## src/rtl/attn_result_streamer.sv

```systemverilog
// attn_result_streamer
//   Drain side of the 8x8 attention array. When all_done rises, the whole
//   final_res vector is copied into a local buffer in one cycle. The buffer is
//   then sent out one word at a time, lowest index first, over a valid/ready
//   handshake.
//
// Ports
//   clk          system clock; all logic runs on its rising edge
//   rst          asynchronous active-high reset
//   en           block enable; 0 freezes all state and masks out_valid
//   all_done     completion level from the array; may stay high indefinitely
//   final_res    result vector; word i = final_res[i*WORD_W +: WORD_W]
//   out_data     current word
//   out_valid    out_data / out_index / out_last are valid
//   out_ready    sink accepts the current word this cycle
//   out_index    index of the current word
//   out_last     high together with index NUM_WORDS-1
//   busy         high while streaming and during the done cycle
//   stream_done  one-cycle pulse after the last transfer
//   overrun      sticky; an all_done rise arrived while not idle
//   checksum     (only with ATTN_STREAM_CHECKSUM_EN) XOR of all words
//                transferred in the current or most recent stream
//
// Optional build macro: ATTN_STREAM_CHECKSUM_EN adds the checksum port.
//
// state    | meaning
// ---------+-----------------------------------------------------------
// S_IDLE   | waiting for an all_done rise; no valid output
// S_STREAM | presenting buffer word out_index until every word is taken
// S_DONE   | single cycle that raises stream_done, then back to idle

module attn_result_streamer #(
  parameter int WORD_W    = 16,
  parameter int NUM_WORDS = 32,
  parameter int IDX_W     = 5
) (
  input  logic                        clk,
  input  logic                        rst,
  input  logic                        en,
  input  logic                        all_done,
  input  logic [WORD_W*NUM_WORDS-1:0] final_res,
  output logic [WORD_W-1:0]           out_data,
  output logic                        out_valid,
  input  logic                        out_ready,
  output logic [IDX_W-1:0]            out_index,
  output logic                        out_last,
  output logic                        busy,
  output logic                        stream_done,
  output logic                        overrun
`ifdef ATTN_STREAM_CHECKSUM_EN
  ,
  output logic [WORD_W-1:0]           checksum
`endif
);

  typedef enum logic [1:0] {
    S_IDLE,
    S_STREAM,
    S_DONE
  } state_t;

  localparam logic [IDX_W-1:0] LAST_IDX = IDX_W'(NUM_WORDS - 1);

  state_t                           state_q;
  logic [NUM_WORDS-1:0][WORD_W-1:0] buf_q;
  logic                             done_q;
  logic                             valid_q;
  logic                             rise;
  logic                             xfer;
  logic                             at_last;
  logic [IDX_W-1:0]                 idx_nxt;

  // done_q only advances on enabled cycles, so a rise that lands during a
  // freeze is still seen once en returns.
  assign rise      = en & all_done & ~done_q;
  // Masking with en (rather than clearing valid_q) lets the same word
  // reappear untouched when the freeze ends.
  assign out_valid = valid_q & en;
  assign xfer      = out_valid & out_ready;
  assign at_last   = (out_index == LAST_IDX);
  assign idx_nxt   = out_index + IDX_W'(1);

  always_ff @(posedge clk or posedge rst) begin
    if (rst) begin
      state_q     <= S_IDLE;
      buf_q       <= '0;
      done_q      <= 1'b0;
      valid_q     <= 1'b0;
      out_data    <= '0;
      out_index   <= '0;
      out_last    <= 1'b0;
      busy        <= 1'b0;
      stream_done <= 1'b0;
      overrun     <= 1'b0;
`ifdef ATTN_STREAM_CHECKSUM_EN
      checksum    <= '0;
`endif
    end else if (en) begin
      done_q <= all_done;
      case (state_q)
        S_IDLE: begin
          if (rise) begin
            buf_q     <= final_res;
            out_index <= '0;
            out_data  <= final_res[WORD_W-1:0];
            out_last  <= (NUM_WORDS == 1);
            valid_q   <= 1'b1;
            busy      <= 1'b1;
            state_q   <= S_STREAM;
`ifdef ATTN_STREAM_CHECKSUM_EN
            checksum  <= '0;
`endif
          end
        end

        S_STREAM: begin
          if (rise) begin
            overrun <= 1'b1;
          end
          if (xfer) begin
`ifdef ATTN_STREAM_CHECKSUM_EN
            checksum <= checksum ^ out_data;
`endif
            if (at_last) begin
              valid_q     <= 1'b0;
              out_last    <= 1'b0;
              stream_done <= 1'b1;
              state_q     <= S_DONE;
            end else begin
              out_index <= idx_nxt;
              out_data  <= buf_q[idx_nxt];
              out_last  <= (idx_nxt == LAST_IDX);
            end
          end
        end

        S_DONE: begin
          if (rise) begin
            overrun <= 1'b1;
          end
          stream_done <= 1'b0;
          busy        <= 1'b0;
          state_q     <= S_IDLE;
        end

        default: begin
          state_q <= S_IDLE;
        end
      endcase
    end
  end

endmodule

```

## config.mk

```make
export PLATFORM = sky130hd
export DESIGN_NAME = attn_result_streamer
export DESIGN_NICKNAME = d
export VERILOG_FILES = /design/src/rtl/attn_result_streamer.sv
export SDC_FILE = /design/constraint.sdc
export NUM_CORES = 2
export LEC_CHECK = 0
export CAP_MARGIN = 0
export CORE_MARGIN = 8
export CORE_UTILIZATION = 55
export CTS_BUF_LIST = sky130_fd_sc_hd__clkbuf_16
export DETAILED_ROUTE_END_ITERATION = 8
export PLACE_DENSITY = 0.86
export SYNTH_ARGS = -nofsm -noshare
export SYNTH_HDL_FRONTEND = slang
export SYNTH_SLANG_ARGS = --single-unit
```

## constraint.sdc

```tcl
create_clock -name clk -period 37.2 [get_ports clk]
set_input_delay 3.72 -clock clk [delete_from_list [all_inputs] [get_ports clk]]
set_output_delay 3.72 -clock clk [all_outputs]
set_load 0.005 [all_outputs]
```

Word-level counts from Yosys, hierarchy flattened
Cells that the tools add are included.
{"block": "op_classes", "add_sub_neg": 1, "order_cmp": 1, "eq_ne": 8, "mux": 26, "bitwise": 5, "n_reduce_logical": 13}
{"cell": "16-bit binary-select mux with 5-bit select", "count": 1}
{"cell": "16-bit 2-to-1 mux", "count": 4}
{"cell": "16-bit case mux with 2 select lines", "count": 1}
{"cell": "5-bit 2-to-1 mux", "count": 3}
{"cell": "4-bit AND reduction", "count": 3}
{"cell": "5-bit == test, second input constant", "count": 2}
{"cell": "5-bit case mux with 2 select lines", "count": 1}
{"cell": "5-bit AND reduction", "count": 2}
{"cell": "3-bit AND reduction", "count": 3}
{"cell": "1-bit 2-to-1 mux", "count": 8}
{"cell": "2-bit != test, second input constant", "count": 4}
{"cell": "1-bit case mux with 2 select lines", "count": 4}
{"cell": "5-bit by 6-bit less-than comparator with 1-bit output, second input constant", "count": 1}
{"cell": "2-bit 2-to-1 mux", "count": 3}
{"cell": "2-bit nonzero test", "count": 3}
{"cell": "5-bit by 1-bit adder with 5-bit output, second input constant", "count": 1}
{"cell": "1-bit AND", "count": 4}
{"cell": "2-bit case mux with 2 select lines", "count": 1}
{"cell": "2-bit by 1-bit == test with 1-bit output, second input constant", "count": 1}
{"cell": "2-bit == test, second input constant", "count": 1}
{"cell": "2-bit logical NOT", "count": 1}
{"cell": "2-bit OR reduction", "count": 1}
{"cell": "1-bit inverter", "count": 1}
{"block": "word_totals", "regBits": 541}

Depth between registers and ports, before layout
{"block": "depth", "word_depth": 6, "mapped_depth": 12, "depth_no_buf": 8}

Worst setup path after synthesis
No wires, ideal clock.
{"block": "synth_timing", "path_type": "in2out", "from": "in en", "to": "out out_valid", "arrival_time_ns": 3.873, "required_ns": 33.480, "path_slack_ns": 29.607, "cell_stages": 1, "path_cell_list": "and2_1"}
{"block": "synth_via", "elab_chain_len": 1}
{"item": "start: declaration", "line": "39", "rtl": "input logic en,"}
{"item": "1-bit AND", "line": "78", "rtl": "assign out_valid = valid_q & en;"}
{"item": "end: declaration", "line": "43", "rtl": "output logic out_valid,"}
Every way passes these cells.

Worst setup path after layout
Same ends and word-level chain as after synthesis.

==> results.md <==
- CP Class: in -> out
- DR vias/cell: slightly below 6
- Global-route wire length before repair: between 100 and 150 mm
- Setup_tns: 0 ns
- Rel. slew slack: between 20 and 25%
- Max Fanout on Critical Path: 7
- Gr ovfl total: 0
- Mapped Nets: 2,115
- Setup-failing EPs final: 0
- Min-delay src: out_data[2]
- Synth unique cells: 35
- Die area: just over 50,000 µm²
- Worst slack, placed: about 28 ns
- CTS Hold Bufs: 0
- Crit path DAT: around 5.0 ns
- Final hold slack: between 0.4 and 0.5 ns
- Register bit total from synthesis: around 540
- Startpoint Class: input port
- Final max-slew violation count: 0
- Critical Path RT: between 30 and 40 ns
- Initial antenna violation count: 30
- Maxcap violations: 0
- Post-route cell area: between 30,000 and 40,000 µm²
- Max Root-Sink Buffers: 3
- Die width: between 200 and 250 µm
- Post-Route WL: about 78 mm
- Final Power: 2.61 mW
- Area delta synth->final: 30.3%
- Detail Route Antenna Nets: 0
- Hold path cells: 2
- Clock buffer count from CTS: between 50 and 60
- Cells after DPL: around 2.6k
- GRT Total Usage: between 20% and 30%
- Seq/Total Area, Yosys: a little over half
- IO buf count: roughly 540
- Leak: 12.9 nW
- Post-Layout Cell Count: between 2k and 3k
- Row count: a little under 80
- Clock transition at path regs: ~0.06 ns
- R2R depth: 9
- Yosys warns: 0
- RSZ-0062 raised after global routing: no
- DRC viols: 0
- DRT iter0 DRCs: 1,431
- Maximum VDD drop: slightly above 50 µV
- Final core occ: 72.6%
- Vias in the first global route: 17.8k
- Async SR Flop Fraction: 100%
- Reg2Reg Setup Slack: 32.12 ns
- Syn Inst Count: 1,592
- Final min period: between 8 and 9 ns
- Postcts setup bufs: 0
- Layout fillers: ~2.8k
- P per Cell Area: slightly above 80 nW/µm²
- Final Hold Fails: 0
- Sink Count: between 500 and 600
- Worst skew pair latency: 0.60 ns
- Layout cells sized above 1: 35.2%
- Largest net degree at the start of global routing: a little under 200
- Vias post-DR: ~16k
- RR Startpoint: out_index[0]
- Number of synthesized flops with an enable pin: 0
- Initial core utilization: 55.7%
- Root buffer cell: clkbuf_16
- CTS tree: built
- Outcome: complete, no violations
- Max Fclk: approximately 110 MHz
- Worst Tran Pin Value: approximately 1.2 ns
- Final-stage net count: roughly 2.6k
- Hold EP: out_data[2]
- Combined area of all synthesized cells: ~25,000 µm²
- Syn avg cell area: 15.5 µm²
- Worst hold path type: reg -> reg
- Period utilisation layout: between 20% and 30%
- Die span in y: 228 µm
- DP HPWL: slightly below 60 mm
- CP Capture Type: output pin
- Post-cts repair resize count: 0
- Htree depth: 2
- IO Pins: approximately 540
- Avg WL per Cell: 28.4 µm
- RD Place Congestion: 0.850
- RR Endpoint: out_data[5]
- First drt pass iteration count: 7
- Final setup skew: about 0.018 ns
- Final worst setup slack: 28.48 ns
- Synth Flop Type: dfrtp_1
- Area post-placement: around 30,000 µm²
- Placeable Area: between 40,000 and 50,000 µm²
[cell usage after synthesis, types with 2 or more instances]
library cell | number | share of area, %
nand2_1 | 30 | 0.46
buf_1 | 3 | 0.046
mux2_2 | 513 | 23
inv_1 | 7 | 0.11
buf_2 | 51 | 1.0
nand2b_1 | 2 | 0.051
buf_4 | 41 | 1.2
nor2_1 | 3 | 0.046
and2_1 | 3 | 0.076
o31ai_1 | 4 | 0.12
clkbuf_1 | 17 | 0.26
o21ai_1 | 15 | 0.30
nand4_1 | 33 | 0.84
nor2b_1 | 16 | 0.41
o21ai_0 | 6 | 0.12
buf_6 | 9 | 0.41
ha_1 | 6 | 0.30
mux4_2 | 128 | 12
dfrtp_1 | 541 | 55
nand3_1 | 101 | 2.1
a21oi_1 | 6 | 0.12
mux2i_1 | 15 | 0.61
a31oi_1 | 30 | 0.76
[cells by family (layout without fill, tap and decap cells)]
group           count (synthesis)  after routing  share of synthesized area, %
compound gates                 66             66                          1.60
xor+xnor                        3              3                         0.213
fa+ha+maj                       6              6                         0.305
buf+inv                       128            674                          3.11
flops                         541            541                          55.0
mux                           656            656                          35.8
other cells                     0             21                             0
simple gates                  192            192                          4.05
[registers in the layout (all words and copies together), names as in the netlist]
name         flops
out_last         1
stream_done      1
buf_q          512
out_data        16
done_q           1
valid_q          1
state_q          2
out_index        5
busy             1
overrun          1
[how the worst max path moves through the flow]
stage          slack, ns   endpoint  startpoint
2_1_floorplan      18.36   buf_q[0]         rst
5_1_grt            28.44  out_valid          en
6_report           28.48  out_valid          en
3_5_place_dp       28.49  out_valid          en
4_1_cts            28.49  out_valid          en
3_3_place_gp       28.53  out_valid          en
[critical path, cell delays in order]
cell             delay (ns)
clkdlybuf4s50_1        0.58
and2_1                 0.19
clkdlybuf4s50_1        0.51
[placed cells by master, fill, tap and decap left out, types with 2 or more instances in the layout]
cell,netlist,final
o21ai_0,6,6
xor2_4,1,2
inv_1,7,17
diode_2,0,21
mux4_2,128,128
bufinv_16,0,4
clkinv_1,0,13
a21oi_1,6,6
mux2_2,513,513
ha_1,6,5
nand2b_1,2,2
nor2_1,3,3
o31ai_1,4,4
nand2_1,30,30
o21ai_1,15,15
clkinvlp_4,0,3
clkinv_2,0,14
dfrtp_1,541,540
nand4_1,33,33
buf_4,41,20
nor2b_1,16,15
clkdlybuf4s50_1,0,542
clkbuf_16,0,57
clkinv_4,0,2
nand3_1,101,101
a31oi_1,30,30
mux2i_1,15,15
[cell type report]
type | count | area (µm²) | share of cell area, %
clock buffers | 57 | 1430 | 4.44
inverters | 7 | 33.8 | 0.105
repair buffers | 563 | 5600 | 17.4
diodes | 21 | 52.6 | 0.164
well taps | 592 | 741 | 2.31
flip-flops and latches | 541 | 13500 | 42.2
clock inverters | 47 | 320 | 0.998
multi-input cells | 923 | 10400 | 32.4
[routing by layer]
layer / track usage (%) / part of all wire [%] / up-vias
li1: - / - / 6996
met1: 37.7 / 39 / 8417
met2: 48.4 / 49 / 641
met3: 7.54 / 8.2 / 154
met4: 12.1 / 4.0 / 18
met5: 0 / 0.16 / -
[report_power, final]
part	switching (mW)	internal (mW)
Clock	0.235	0.305
Sequential	0.177	0.884
Combinational	0.461	0.546
No activity file was read; power rests on OpenSTA's default activity.
